$ cat src/rtl/gcd_controller.sv
// Sequencing FSM for an 8-bit subtractive GCD datapath.
// Two operands arrive over a valid/ready handshake and are loaded into A and B.
// The FSM then issues one compare-and-subtract step per cycle until the
// comparator reports equality. An iteration bound turns non-terminating
// inputs, such as a zero operand, into an error completion instead of a hang.
module gcd_controller #(
    parameter int ITER_W   = 8,
    parameter int MAX_ITER = 255
) (
    input  logic              clk,
    input  logic              rst,
    input  logic              in_valid,
    output logic              in_ready,
    input  logic              gt,
    input  logic              lt,
    input  logic              eq,
    output logic              ldA,
    output logic              ldB,
    output logic              sel_in,
    output logic              sel1,
    output logic              sel2,
    output logic              busy,
    output logic              done,
    output logic              err,
    output logic [ITER_W-1:0] iter_count
);

    typedef enum logic [1:0] {
        S_IDLE    = 2'd0,
        S_LOAD_B  = 2'd1,
        S_COMPARE = 2'd2,
        S_DONE    = 2'd3
    } state_t;

    localparam logic [ITER_W-1:0] MAX_ITER_C = ITER_W'(MAX_ITER);
    localparam logic [ITER_W-1:0] ONE_C      = ITER_W'(1);

    state_t            r_state;
    logic              r_busy;
    logic              r_err;
    logic [ITER_W-1:0] r_iter;

    logic              w_timeout;
    logic              w_settled;

    // A missing comparator decision is treated like equality so the loop ends.
    assign w_timeout = (r_iter == MAX_ITER_C);
    assign w_settled = eq | ~(gt | lt);

    // State register plus the status registers busy, err and iter_count.
    always_ff @(posedge clk) begin
        if (rst) begin
            r_state <= S_IDLE;
            r_busy  <= 1'b0;
            r_err   <= 1'b0;
            r_iter  <= '0;
        end else begin
            case (r_state)
                S_IDLE: begin
                    if (in_valid) begin
                        r_state <= S_LOAD_B;
                        r_busy  <= 1'b1;
                        r_err   <= 1'b0;
                        r_iter  <= '0;
                    end else begin
                        r_state <= S_IDLE;
                    end
                end
                S_LOAD_B: begin
                    if (in_valid) begin
                        r_state <= S_COMPARE;
                    end else begin
                        r_state <= S_LOAD_B;
                    end
                end
                S_COMPARE: begin
                    if (w_settled) begin
                        r_state <= S_DONE;
                        r_busy  <= 1'b0;
                        r_err   <= 1'b0;
                    end else if (w_timeout) begin
                        r_state <= S_DONE;
                        r_busy  <= 1'b0;
                        r_err   <= 1'b1;
                    end else begin
                        r_state <= S_COMPARE;
                        // Saturating count; the timeout branch normally stops it first.
                        if (r_iter != MAX_ITER_C) begin
                            r_iter <= r_iter + ONE_C;
                        end else begin
                            r_iter <= r_iter;
                        end
                    end
                end
                S_DONE: begin
                    r_state <= S_IDLE;
                end
                default: begin
                    r_state <= S_IDLE;
                    r_busy  <= 1'b0;
                    r_err   <= 1'b0;
                    r_iter  <= '0;
                end
            endcase
        end
    end

    // Datapath control decode from the current state and handshake/comparator inputs.
    always_comb begin
        in_ready = 1'b0;
        ldA      = 1'b0;
        ldB      = 1'b0;
        sel_in   = 1'b0;
        sel1     = 1'b0;
        sel2     = 1'b0;
        done     = 1'b0;
        case (r_state)
            S_IDLE: begin
                in_ready = 1'b1;
                if (in_valid) begin
                    sel_in = 1'b1;
                    ldA    = 1'b1;
                end else begin
                    sel_in = 1'b0;
                end
            end
            S_LOAD_B: begin
                in_ready = 1'b1;
                if (in_valid) begin
                    sel_in = 1'b1;
                    ldB    = 1'b1;
                end else begin
                    sel_in = 1'b0;
                end
            end
            S_COMPARE: begin
                if (w_settled || w_timeout) begin
                    ldA = 1'b0;
                end else if (gt) begin
                    // A <= A - B
                    sel1 = 1'b0;
                    sel2 = 1'b1;
                    ldA  = 1'b1;
                end else begin
                    // B <= B - A
                    sel1 = 1'b1;
                    sel2 = 1'b0;
                    ldB  = 1'b1;
                end
            end
            S_DONE: begin
                done = 1'b1;
            end
            default: begin
                done = 1'b0;
            end
        endcase
    end

    assign busy       = r_busy;
    assign err        = r_err;
    assign iter_count = r_iter;

endmodule
$ cat config.mk
export PLATFORM = sky130hd
export DESIGN_NAME = gcd_controller
export DESIGN_NICKNAME = d
export VERILOG_FILES = /design/src/rtl/gcd_controller.sv
export SDC_FILE = /design/constraint.sdc
export NUM_CORES = 1
export LEC_CHECK = 0
export ABC_AREA = 1
export BUFFER_PORTS_ARGS = -buffer_cell sky130_fd_sc_hd__buf_4
export CAP_MARGIN = 5
export CORE_MARGIN = 2
export CORE_UTILIZATION = 30
export DETAILED_ROUTE_END_ITERATION = 16
export SLEW_MARGIN = 10
export SYNTH_ARGS = -nofsm -noshare
export SYNTH_HDL_FRONTEND = slang
export SYNTH_SLANG_ARGS = --single-unit
export TNS_END_PERCENT = 100
$ cat constraint.sdc
create_clock -name clk -period 1.71 [get_ports clk]
set_clock_uncertainty 0.05 [all_clocks]
set_input_delay 0.513 -clock clk [delete_from_list [all_inputs] [get_ports clk]]
set_output_delay 0.513 -clock clk [all_outputs]
set_load 0.02 [all_outputs]
==> metrics.txt, run 1 <==
# TYPE chip_impl_metric gauge
chip_impl_metric{name="ant_nets",unit=""} 0
chip_impl_metric{name="reg2regPathDepth",unit=""} 9
chip_impl_metric{name="p_per_area",unit="nW/µm²"} 878
chip_impl_metric{name="layout_min_cycle_time",unit="ns"} 2.00
chip_impl_metric{name="synth_cells",unit=""} 127
chip_impl_metric{name="comb_power_share",unit="%"} 52.0
chip_impl_metric{name="clock_latency",unit="ns"} 0.27
chip_impl_metric{name="boundaryPins",unit=""} 23
chip_impl_metric{name="detailedRoute.firstPassIterationCount",unit=""} 4
chip_impl_metric{name="num-nets-final",unit=""} 187
chip_impl_metric{name="r2r_setup_slack",unit="ns"} 0.03
chip_impl_metric{name="post_synth_instance_area",unit="µm²"} 870
chip_impl_metric{name="hold_violations",unit=""} 0
chip_impl_metric{name="floorplan.initialDensity",unit="%"} 31.5
chip_impl_metric{name="dieHeight",unit="µm"} 57.8
chip_impl_metric{name="dpl_cell_area",unit="µm²"} 1210
chip_impl_metric{name="timing.fmax",unit="MHz"} 500
chip_impl_metric{name="die_width",unit="µm"} 57.8
chip_impl_metric{name="max_stage_delay",unit="ns"} 0.36
chip_impl_metric{name="antenna_cells",unit=""} 0
chip_impl_metric{name="tightestPinTransition",unit="ns"} 0.258
chip_impl_info{name="outcome",value="finished with violations"} 1
chip_impl_metric{name="endpoint_arrival_time_on_the_critical_path",unit="ns"} 1.44
chip_impl_metric{name="grt_max_degree",unit=""} 13
chip_impl_metric{name="clk_pin_slew",unit="ns"} 0.08
chip_impl_metric{name="fillerInstances",unit=""} 254
chip_impl_metric{name="die_area",unit="µm²"} 3350
chip_impl_metric{name="layout_worst_path_cycle_share",unit="%"} 117
chip_impl_metric{name="rows",unit=""} 19
chip_impl_info{name="cpLargestDelayFamily",value="flip-flops"} 1
chip_impl_metric{name="yosysWarningCount",unit=""} 0
chip_impl_info{name="predominant_post_synthesis_flop_cell",value="dfxtp_1"} 1
chip_impl_metric{name="cts_num_sinks",unit=""} 12
chip_impl_metric{name="grt_antenna_before_repair",unit=""} 0
chip_impl_metric{name="first_global_vias",unit=""} 965
chip_impl_info{name="worst_setup_path_end_kind",value="primary output"} 1
chip_impl_metric{name="avgSynthCellArea",unit="µm²"} 6.85
chip_impl_metric{name="remaining_drc_errors",unit=""} 0
chip_impl_metric{name="clock_power_share",unit="%"} 18.5
chip_impl_metric{name="fin_ws",unit="ns"} -0.290
chip_impl_metric{name="power_frac_seq",unit="%"} 29.5
chip_impl_metric{name="total_wire_length",unit="µm"} 2400
chip_impl_metric{name="place_hpwl",unit="µm"} 1760
chip_impl_info{name="clock-root-buffer",value="clkbuf_4"} 1
chip_impl_metric{name="cap_viol_max_count",unit=""} 0
chip_impl_metric{name="ys_async_sr_fraction",unit="%"} 0
chip_impl_metric{name="finalNonFillerCells",unit=""} 205
chip_impl_metric{name="gp_congestion",unit=""} 0.913
chip_impl_metric{name="max-vdd-ir-drop",unit="mV"} 0.543
chip_impl_metric{name="dpl.cell_count",unit=""} 194
chip_impl_info{name="clock_tree_from_tritoncts",value="built"} 1
chip_impl_metric{name="synth-seq-area-share",unit="%"} 27.6
chip_impl_info{name="setup.worst_path.class",value="flop to primary output"} 1
chip_impl_metric{name="vias",unit=""} 982
chip_impl_metric{name="number_of_drc_violations_after_detailed_routing_iteration_0",unit=""} 18
chip_impl_metric{name="design_area",unit="µm²"} 1410
chip_impl_metric{name="synth.ff_latch_count",unit=""} 12
chip_impl_metric{name="min_path_cells",unit=""} 2
chip_impl_info{name="critical_path.cell_chain",value="ha_4 > nand2_4 > nor2_4 > nand2_2 > nand4_1 > a21boi_2 > buf_4"} 1
chip_impl_metric{name="synth_edf_count",unit=""} 0
chip_impl_metric{name="slew-limit-headroom",unit="%"} 82.8
chip_impl_metric{name="p_leak",unit="nW"} 0.654
chip_impl_metric{name="cp.depth",unit=""} 7
chip_impl_metric{name="number_of_buffers_added_by_the_clock_tree_synthesis_step",unit=""} 3
chip_impl_metric{name="max_slew_violation_count",unit=""} 0
chip_impl_metric{name="clock_path_buffers",unit=""} 2
chip_impl_metric{name="io_buffer_count",unit=""} 22
chip_impl_metric{name="overflow",unit=""} 0
chip_impl_info{name="violations",value="setup timing"} 1
chip_impl_metric{name="grt_usage",unit="%"} 15.3
chip_impl_metric{name="clock_tree.htree_level_count",unit=""} 1
chip_impl_metric{name="wire_length_of_the_first_global_routing_pass",unit="µm"} 4010
chip_impl_metric{name="postSynthNetCount",unit=""} 139
chip_impl_metric{name="swShare",unit="%"} 39.6
chip_impl_metric{name="core_area",unit="µm²"} 2760
chip_impl_metric{name="internal_power",unit="W"} 0.000746
chip_impl_metric{name="timing.critical_path.fanout_max",unit=""} 2
chip_impl_info{name="rsz0062_at_grt",value="true"} 1
chip_impl_metric{name="setup_viol_count_final",unit=""} 5
chip_impl_info{name="cpMaxStageDelayCell",value="dfxtp_4"} 1
chip_impl_metric{name="layout-drive-gt1-share",unit="%"} 46.0
chip_impl_metric{name="routedWlPerCell",unit="µm"} 11.7
chip_impl_metric{name="power.net_switching",unit="W"} 0.000488
chip_impl_metric{name="critical_path_required",unit="ns"} 1.15
chip_impl_metric{name="area_delta_synth_final",unit="%"} 61.6
chip_impl_info{name="worst_hold_path_type",value="input pin to flop"} 1
chip_impl_info{name="cp-start-kind",value="flop"} 1
chip_impl_metric{name="worst-path-buf-inv",unit=""} 1
chip_impl_metric{name="routed_via_density",unit=""} 4.79
chip_impl_metric{name="synth.lib_cells_used.distinct",unit=""} 23
power by group through the flow:
stage / combinational [W] / clock (W) / sequential, W
after global placement: 0.000532 / 0 / 0.000361
after CTS: 0.000592 / 0.000236 / 0.000364
after floorplan: 0.000329 / 0 / 0.000406
after global routing: 0.000707 / 0.000255 / 0.000369
final: 0.000642 / 0.000228 / 0.000364
after detailed placement: 0.000542 / 0 / 0.000365
worst register-to-register path, stage by stage, from the launching register on:
cell	delay [ns]
dfxtp_2	0.34
inv_2	0.09
ha_2	0.24
buf_4	0.18
inv_4	0.05
o21bai_4	0.19
nand3_1	0.09
nand2_1	0.10
a21oi_1	0.21
nor2_1	0.06
registers in the layout (all words and copies together) (netlist names), named ones only:
signal,flops
err,1
r_state,1
busy,1
iter_count,8
cell usage in the layout, fill, tap and decap left out, drive strengths merged:
| cell type | instances |
|---|---|
| a21boi | 1 |
| a21oi | 13 |
| a31oi | 2 |
| buf | 45 |
| clkbuf | 4 |
| dfxtp | 12 |
| ha | 6 |
| inv | 19 |
| nand2 | 36 |
| nand3 | 11 |
| nand4 | 2 |
| nor2 | 17 |
| nor3b | 1 |
| o21ai | 2 |
| o21bai | 2 |
| o22ai | 1 |
final timing paths:
kind | endpoint | start
worst min register to register | busy | busy
worst max register to register | err | r_state[0]
worst max-delay path | ldB | iter_count[1]
worst min-delay path | iter_count[4] | rst
logic make-up after synthesis:
family	share of synthesized area (%)
buffers and inverters	11.5
adder cells (fa/ha/maj)	8.63
AO/OA/AOI/OAI	14.7
AND/OR/NAND/NOR	37.6
flip-flops	27.6
synth_stat cells, drive strengths merged, types with 2 or more instances:
library cell / number / area, µm²
o21bai: 2 / 26.3
a31oi: 2 / 12.5
nand3: 11 / 72.6
o21ai: 2 / 10.0
a21oi: 13 / 65.1
dfxtp: 12 / 240
nor2: 17 / 78.8
nand2: 36 / 140
inv: 19 / 73.8
nand4: 2 / 27.5
buf: 2 / 26.3
ha: 6 / 75.1
per-layer routing:
metal / track usage [%] / wire length [µm] / up-vias
li1: - / - / 499
met1: 17.7 / 1010 / 439
met2: 26.6 / 1210 / 34
met3: 2.46 / 115 / 10
met4: 8.64 / 70 / 0
met5: 0 / 0 / -
final cells by class:
type                            instances  area, µm²  share of cell area, %
Multi-Input combinational cell         94        628                   44.7
Timing Repair Buffer                   45        368                   26.2
Sequential cell                        12        253                   18.0
Inverter                               19       81.3                   5.79
Tap cell                               31       38.8                   2.76
Clock buffer                            4       36.3                   2.58
stage by stage:
step	total power [W]	TNS (ns)	hold WS, ns	util (%)	worst slack, ns
2_1_floorplan	0.000735	0	0.412	-	0.0200
3_3_place_gp	0.000893	-0.114	0.406	44.1	-0.0977
3_5_place_dp	0.000907	-0.247	0.413	44.1	-0.138
4_1_cts	0.00119	-0.908	0.393	47.9	-0.298
5_1_grt	0.00133	-1.51	0.385	51.0	-0.387
6_report	0.00123	-1.06	0.408	51.0	-0.290
timing repair:
action	in CTS	in global routing
endpoints found under the setup margin	6	13
gates resized for setup	18	11
buffers inserted	2	5
pin swaps	5	3
hold buffers	0	0
No activity file was read; power rests on OpenSTA's default activity.
==> run 2: changes to the inputs <==
--- a/config.mk
+++ b/config.mk
@@ -8,9 +8,10 @@
 export ABC_AREA = 1
 export BUFFER_PORTS_ARGS = -buffer_cell sky130_fd_sc_hd__buf_4
 export CAP_MARGIN = 5
-export CORE_MARGIN = 2
+export CORE_MARGIN = 5
 export CORE_UTILIZATION = 30
 export DETAILED_ROUTE_END_ITERATION = 16
+export PLACE_DENSITY = 0.6
 export SLEW_MARGIN = 10
 export SYNTH_ARGS = -nofsm -noshare
 export SYNTH_HDL_FRONTEND = slang
==> metrics.txt, run 2 (synthesis results as in run 1) <==
# TYPE chip_impl_metric gauge
chip_impl_metric{name="die_width",unit="µm"} 63.8
chip_impl_metric{name="total_wire_length",unit="µm"} 2520
chip_impl_info{name="rsz0062_at_grt",value="true"} 1
chip_impl_metric{name="internal_power",unit="W"} 0.000717
chip_impl_metric{name="ctsHoldBuffers",unit=""} 0
chip_impl_metric{name="power_frac_seq",unit="%"} 29.6
chip_impl_metric{name="p_leak",unit="nW"} 0.656
chip_impl_info{name="clock_tree_from_tritoncts",value="built"} 1
chip_impl_metric{name="clock_path_buffers",unit=""} 2
chip_impl_metric{name="detailedRoute.firstPassIterationCount",unit=""} 4
chip_impl_metric{name="setup_viol_count_final",unit=""} 7
chip_impl_metric{name="max_slew_violation_count",unit=""} 0
chip_impl_metric{name="remaining_drc_errors",unit=""} 0
chip_impl_metric{name="die_area",unit="µm²"} 4080
chip_impl_metric{name="overflow",unit=""} 0
chip_impl_metric{name="core_area",unit="µm²"} 2760
chip_impl_metric{name="number_of_flip_flops_in_the_largest_register",unit=""} 8
chip_impl_metric{name="first_global_vias",unit=""} 973
chip_impl_info{name="clock-root-buffer",value="clkbuf_4"} 1
chip_impl_metric{name="num-nets-final",unit=""} 189
chip_impl_metric{name="finalNonFillerCells",unit=""} 207
chip_impl_metric{name="tightestPinTransition",unit="ns"} 0.262
chip_impl_info{name="mostFrequentLayoutCell",value="buf_4"} 1
chip_impl_metric{name="whs",unit="ns"} 0.385
chip_impl_info{name="mostFrequentLayoutCells",value="39 x buf_4, 29 x nand2_1, 14 x inv_1, 12 x a21oi_1, 12 x nor2_1"} 1
chip_impl_metric{name="cap_viol_max_count",unit=""} 0
chip_impl_metric{name="boundaryPins",unit=""} 23
chip_impl_metric{name="floorplan.initialDensity",unit="%"} 31.5
chip_impl_metric{name="worst-path-buf-inv",unit=""} 1
chip_impl_info{name="setup.worst_path.class",value="flop to primary output"} 1
chip_impl_metric{name="clock_power_share",unit="%"} 16.1
chip_impl_info{name="cpLargestDelayFamily",value="flip-flops"} 1
chip_impl_metric{name="max-vdd-ir-drop",unit="mV"} 0.535
chip_impl_metric{name="finalCoreUtilization",unit="%"} 51.4
chip_impl_metric{name="antenna_cells",unit=""} 0
chip_impl_metric{name="comb_power_share",unit="%"} 54.3
chip_impl_info{name="violations",value="setup timing"} 1
chip_impl_info{name="critical_path.cell_chain",value="ha_4 > nand2_4 > nor2_4 > nand2_2 > nand4_1 > a21boi_2 > buf_6"} 1
chip_impl_metric{name="layout_min_cycle_time",unit="ns"} 2.01
chip_impl_metric{name="layout_worst_path_cycle_share",unit="%"} 117
chip_impl_metric{name="slew-limit-headroom",unit="%"} 82.5
chip_impl_metric{name="clk_pin_slew",unit="ns"} 0.09
chip_impl_metric{name="area_delta_synth_final",unit="%"} 63.0
chip_impl_metric{name="p_per_area",unit="nW/µm²"} 867
chip_impl_metric{name="dieHeight",unit="µm"} 63.8
chip_impl_metric{name="timing.critical_path.fanout_max",unit=""} 2
chip_impl_metric{name="post-place-ws",unit="ns"} -0.128
chip_impl_metric{name="grt_usage",unit="%"} 12.3
chip_impl_metric{name="dpl.cell_count",unit=""} 194
chip_impl_info{name="worst_setup_path_end_kind",value="primary output"} 1
chip_impl_metric{name="number_of_buffers_added_by_the_clock_tree_synthesis_step",unit=""} 3
chip_impl_metric{name="place_hpwl",unit="µm"} 1790
chip_impl_info{name="outcome",value="finished with violations"} 1
chip_impl_metric{name="number_of_drc_violations_after_detailed_routing_iteration_0",unit=""} 50
chip_impl_metric{name="fillerInstances",unit=""} 269
chip_impl_metric{name="io_buffer_count",unit=""} 22
chip_impl_info{name="cp-start-kind",value="flop"} 1
chip_impl_metric{name="cts_num_sinks",unit=""} 12
chip_impl_metric{name="wire_length_of_the_first_global_routing_pass",unit="µm"} 4170
chip_impl_metric{name="endpoint_arrival_time_on_the_critical_path",unit="ns"} 1.44
chip_impl_metric{name="power.net_switching",unit="W"} 0.000512
chip_impl_metric{name="routedWlPerCell",unit="µm"} 12.2
chip_impl_metric{name="grt_antenna_before_repair",unit=""} 0
chip_impl_metric{name="clock_latency",unit="ns"} 0.28
chip_impl_metric{name="clock_tree.htree_level_count",unit=""} 1
chip_impl_metric{name="timing.fmax",unit="MHz"} 498
chip_impl_info{name="worst_hold_path_type",value="input pin to flop"} 1
chip_impl_metric{name="routed_via_density",unit=""} 4.75
chip_impl_metric{name="critical_path_required",unit="ns"} 1.15
chip_impl_metric{name="design_area",unit="µm²"} 1420
chip_impl_metric{name="fin_ws",unit="ns"} -0.297
chip_impl_metric{name="vias",unit=""} 983
chip_impl_metric{name="rows",unit=""} 19
chip_impl_metric{name="hold_violations",unit=""} 0
chip_impl_metric{name="gp_congestion",unit=""} 0.893
chip_impl_metric{name="layout-drive-gt1-share",unit="%"} 47.2
chip_impl_metric{name="grt_max_degree",unit=""} 13
chip_impl_metric{name="dpl_cell_area",unit="µm²"} 1210
chip_impl_info{name="cpMaxStageDelayCell",value="dfxtp_4"} 1
chip_impl_metric{name="swShare",unit="%"} 41.7
chip_impl_metric{name="ant_nets",unit=""} 0
chip_impl_metric{name="max_stage_delay",unit="ns"} 0.36
## run 2: repair_timing
| action | 4_1_cts | 5_1_grt |
|---|---|---|
| buffers inserted | 1 | 7 |
| setup endpoints to repair | 6 | 14 |
| resized for setup | 17 | 14 |
| gates cloned | 0 | 1 |
| pin swaps | 5 | 7 |
## run 2: per-stage QoR
step	TNS (ns)	power, W
2_1_floorplan	0	0.000735
3_3_place_gp	-0.117	0.000894
3_5_place_dp	-0.193	0.000906
4_1_cts	-0.972	0.00115
5_1_grt	-1.62	0.00133
6_report	-1.16	0.00123
## run 2: cell type report
| cell class | instances | area (µm²) | area share, % |
|---|---|---|---|
| Timing Repair Buffer | 46 | 372 | 26.2 |
| Tap cell | 31 | 38.8 | 2.74 |
| Multi-Input combinational cell | 95 | 644 | 45.5 |
| Sequential cell | 12 | 253 | 17.8 |
| Inverter | 19 | 83.8 | 5.91 |
| Clock buffer | 4 | 26.3 | 1.85 |
## run 2: power by group through the flow
stage	combinational, W	sequential, W	clock, W
2_1_floorplan	0.000329	0.000406	0
3_3_place_gp	0.000532	0.000361	0
3_5_place_dp	0.000542	0.000364	0
4_1_cts	0.000580	0.000363	0.000204
5_1_grt	0.000740	0.000373	0.000221
6_report	0.000667	0.000364	0.000198
## run 2: worst paths after layout
check / cells past startpoint / start / slack [ns] / to
max: 7 / iter_count[0] / -0.30 / ldB
min reg2reg: 2 / busy / 0.43 / busy
max reg2reg: 9 / r_state[0] / -0.03 / err
min: 2 / rst / 0.39 / iter_count[3]
## run 2: layer usage
| metal | global-route usage (%) | wire length (µm) |
|---|---|---|
| met1 | 14.2 | 1060 |
| met2 | 21.9 | 1260 |
| met3 | 2.45 | 152 |
| met4 | 5.19 | 47 |
| met5 | 0 | 0 |
## run 2: worst register-to-register path, stage by stage (launching register included)
cell	delay, ns
dfxtp_2	0.34
inv_2	0.09
ha_2	0.23
buf_4	0.18
inv_4	0.06
o21bai_4	0.21
nand3_1	0.10
nand2_1	0.09
a21oi_1	0.21
nor2_1	0.07
==> run 3: changes to the inputs <==
--- a/config.mk
+++ b/config.mk
@@ -9,9 +9,9 @@
 export BUFFER_PORTS_ARGS = -buffer_cell sky130_fd_sc_hd__buf_4
 export CAP_MARGIN = 5
 export CORE_MARGIN = 5
-export CORE_UTILIZATION = 30
+export CORE_UTILIZATION = 51
 export DETAILED_ROUTE_END_ITERATION = 16
-export PLACE_DENSITY = 0.6
+export PLACE_DENSITY = 0.88
 export SLEW_MARGIN = 10
 export SYNTH_ARGS = -nofsm -noshare
 export SYNTH_HDL_FRONTEND = slang
==> metrics.txt, run 3 (synthesis results as in run 1) <==
# TYPE chip_impl_metric gauge
chip_impl_info{name="outcome",value="finished with violations"} 1
chip_impl_info{name="violations",value="setup timing"} 1
chip_impl_metric{name="total_wire_length",unit="µm"} 2970
chip_impl_info{name="worst_setup_path_end_kind",value="primary output"} 1
chip_impl_metric{name="finalNonFillerCells",unit=""} 186
chip_impl_metric{name="hold_violations",unit=""} 0
chip_impl_metric{name="slew-limit-headroom",unit="%"} 76.4
chip_impl_metric{name="ctsHoldBuffers",unit=""} 0
chip_impl_metric{name="cts_num_sinks",unit=""} 12
chip_impl_metric{name="ant_nets",unit=""} 0
chip_impl_metric{name="clk_pin_slew",unit="ns"} 0.09
chip_impl_metric{name="layout-drive-gt1-share",unit="%"} 45.6
chip_impl_metric{name="number_of_flip_flops_in_the_largest_register",unit=""} 8
chip_impl_info{name="critical_path.cell_chain",value="ha_4 > nand2_4 > nor2_4 > nand2_2 > nand4_1 > a21boi_2 > buf_4"} 1
chip_impl_info{name="worst_hold_path_type",value="input pin to flop"} 1
chip_impl_info{name="cpLargestDelayFamily",value="simple AND/OR/NAND/NOR gates"} 1
chip_impl_metric{name="core_area",unit="µm²"} 1670
chip_impl_info{name="min_delay_worst_endpoint",value="busy"} 1
chip_impl_metric{name="fin_ws",unit="ns"} -0.415
chip_impl_metric{name="routed_via_density",unit=""} 5.64
chip_impl_metric{name="layout_min_cycle_time",unit="ns"} 2.13
chip_impl_metric{name="min_path_cells",unit=""} 2
chip_impl_metric{name="number_of_drc_violations_after_detailed_routing_iteration_0",unit=""} 33
chip_impl_metric{name="layout_worst_path_cycle_share",unit="%"} 124
chip_impl_metric{name="critical_path_required",unit="ns"} 1.15
chip_impl_metric{name="overflow",unit=""} 0
chip_impl_metric{name="clock_path_buffers",unit=""} 2
chip_impl_metric{name="clock_latency",unit="ns"} 0.29
chip_impl_metric{name="wire_length_of_the_first_global_routing_pass",unit="µm"} 4000
chip_impl_metric{name="max-vdd-ir-drop",unit="mV"} 0.688
chip_impl_metric{name="dpl_cell_area",unit="µm²"} 1180
chip_impl_metric{name="gp_congestion",unit=""} 0.932
chip_impl_metric{name="grt_antenna_before_repair",unit=""} 0
chip_impl_metric{name="timing.critical_path.fanout_max",unit=""} 2
chip_impl_info{name="hold_path.startpoint",value="rst"} 1
chip_impl_metric{name="floorplan.initialDensity",unit="%"} 52.1
chip_impl_metric{name="dpl.cell_count",unit=""} 178
chip_impl_metric{name="antenna_cells",unit=""} 0
chip_impl_metric{name="p_leak",unit="nW"} 0.635
chip_impl_info{name="crit-reg2reg-launch",value="r_state[0]"} 1
chip_impl_metric{name="fillerInstances",unit=""} 93
chip_impl_metric{name="grt_usage",unit="%"} 20.4
chip_impl_metric{name="power",unit="W"} 0.00130
chip_impl_metric{name="routedWlPerCell",unit="µm"} 16.0
chip_impl_metric{name="p_per_area",unit="nW/µm²"} 939
chip_impl_metric{name="die_width",unit="µm"} 51.3
chip_impl_metric{name="finalCoreUtilization",unit="%"} 82.6
chip_impl_info{name="mostFrequentLayoutCells",value="30 x nand2_1, 30 x buf_4, 14 x inv_1, 12 x nor2_1, 11 x a21oi_1"} 1
chip_impl_info{name="rsz0062_at_grt",value="true"} 1
chip_impl_metric{name="reg2regPathDepth",unit=""} 9
chip_impl_metric{name="tightestPinTransition",unit="ns"} 0.354
chip_impl_metric{name="vias",unit=""} 1049
chip_impl_metric{name="design_area",unit="µm²"} 1380
chip_impl_metric{name="die_area",unit="µm²"} 2630
chip_impl_info{name="clock_tree_from_tritoncts",value="built"} 1
chip_impl_metric{name="grt_max_degree",unit=""} 13
chip_impl_metric{name="worst-path-buf-inv",unit=""} 1
chip_impl_metric{name="clock_tree.htree_level_count",unit=""} 1
chip_impl_metric{name="place_hpwl",unit="µm"} 1790
chip_impl_metric{name="remaining_drc_errors",unit=""} 0
chip_impl_metric{name="endpoint_arrival_time_on_the_critical_path",unit="ns"} 1.56
chip_impl_metric{name="setup-tns-final",unit="ns"} -1.50
chip_impl_metric{name="max_stage_delay",unit="ns"} 0.36
chip_impl_metric{name="multiInputGateArea",unit="µm²"} 657
chip_impl_metric{name="dieHeight",unit="µm"} 51.3
chip_impl_metric{name="rows",unit=""} 15
chip_impl_metric{name="first_global_vias",unit=""} 907
chip_impl_info{name="cpMaxStageDelayCell",value="dfxtp_4"} 1
chip_impl_metric{name="area_delta_synth_final",unit="%"} 58.7
chip_impl_metric{name="timing.fmax",unit="MHz"} 471
chip_impl_metric{name="r2r_setup_slack",unit="ns"} 0.06
chip_impl_metric{name="max_slew_violation_count",unit=""} 0
chip_impl_metric{name="boundaryPins",unit=""} 23
chip_impl_metric{name="cap_viol_max_count",unit=""} 0
chip_impl_info{name="setup.worst_path.class",value="flop to primary output"} 1
chip_impl_metric{name="num-nets-final",unit=""} 182
chip_impl_info{name="cp-start-kind",value="flop"} 1
chip_impl_metric{name="layout.area.seq",unit="µm²"} 255
chip_impl_metric{name="io_buffer_count",unit=""} 22
chip_impl_info{name="critical_path.reg2reg.endpoint",value="iter_count[7]"} 1
chip_impl_info{name="clock-root-buffer",value="clkbuf_4"} 1
chip_impl_metric{name="setup_viol_count_final",unit=""} 7
chip_impl_metric{name="number_of_buffers_added_by_the_clock_tree_synthesis_step",unit=""} 3
chip_impl_metric{name="detailedRoute.firstPassIterationCount",unit=""} 4
run 3: cell types whose count changed in the layout (fill, tap and decap cells not counted), sizes merged:
cell | before | now
buf | 46 | 39
run 3: power by group:
group | total [W] | leakage, nW | switching, W | internal [W]
sequential | 0.000372 | 0.101 | 0.0000437 | 0.000328
clock | 0.000250 | 0.0210 | 0.000120 | 0.000130
combinational | 0.000674 | 0.513 | 0.000384 | 0.000289
total | 0.00130 | 0.635 | 0.000548 | 0.000747
run 3: through the flow:
stage / hold slack [ns] / worst slack (ns)
after floorplan: 0.412 / 0.0200
after CTS: 0.373 / -0.308
after detailed placement: 0.415 / -0.138
after global placement: 0.405 / -0.0728
after global routing: 0.371 / -0.480
final: 0.381 / -0.415
run 3: layout make-up:
cell class,instances,area share (%)
clock buffer,4,2.63
inverter,19,6.07
multi-input combinational,95,47.6
sequential,12,18.5
tap,17,1.54
timing repair buffer,39,23.7
run 3: how the worst max path moves through the flow:
stage,slack [ns],depth (start not counted),startpoint,endpoint
after global placement,-0.07,6,gt,ldB
after CTS,-0.31,7,iter_count[0],ldB
final,-0.42,7,iter_count[0],ldB
after detailed placement,-0.14,6,gt,ldB
after floorplan,0.02,6,iter_count[0],ldB
after global routing,-0.48,7,iter_count[0],ldB
run 3: layer usage:
layer | up-vias | GRT usage, % | wire length (µm)
met4 | 0 | 11.4 | 76
met3 | 13 | 4.08 | 213
li1 | 500 | - | -
met1 | 479 | 22.3 | 1100
met2 | 57 | 36.5 | 1590
met5 | - | 0 | 0
run 3: timing repair:
action,in CTS,in global routing
gates resized for setup,19,16
cloned,0,1
pin swaps,3,6
setup buffers,0,3
setup endpoints to repair,12,15
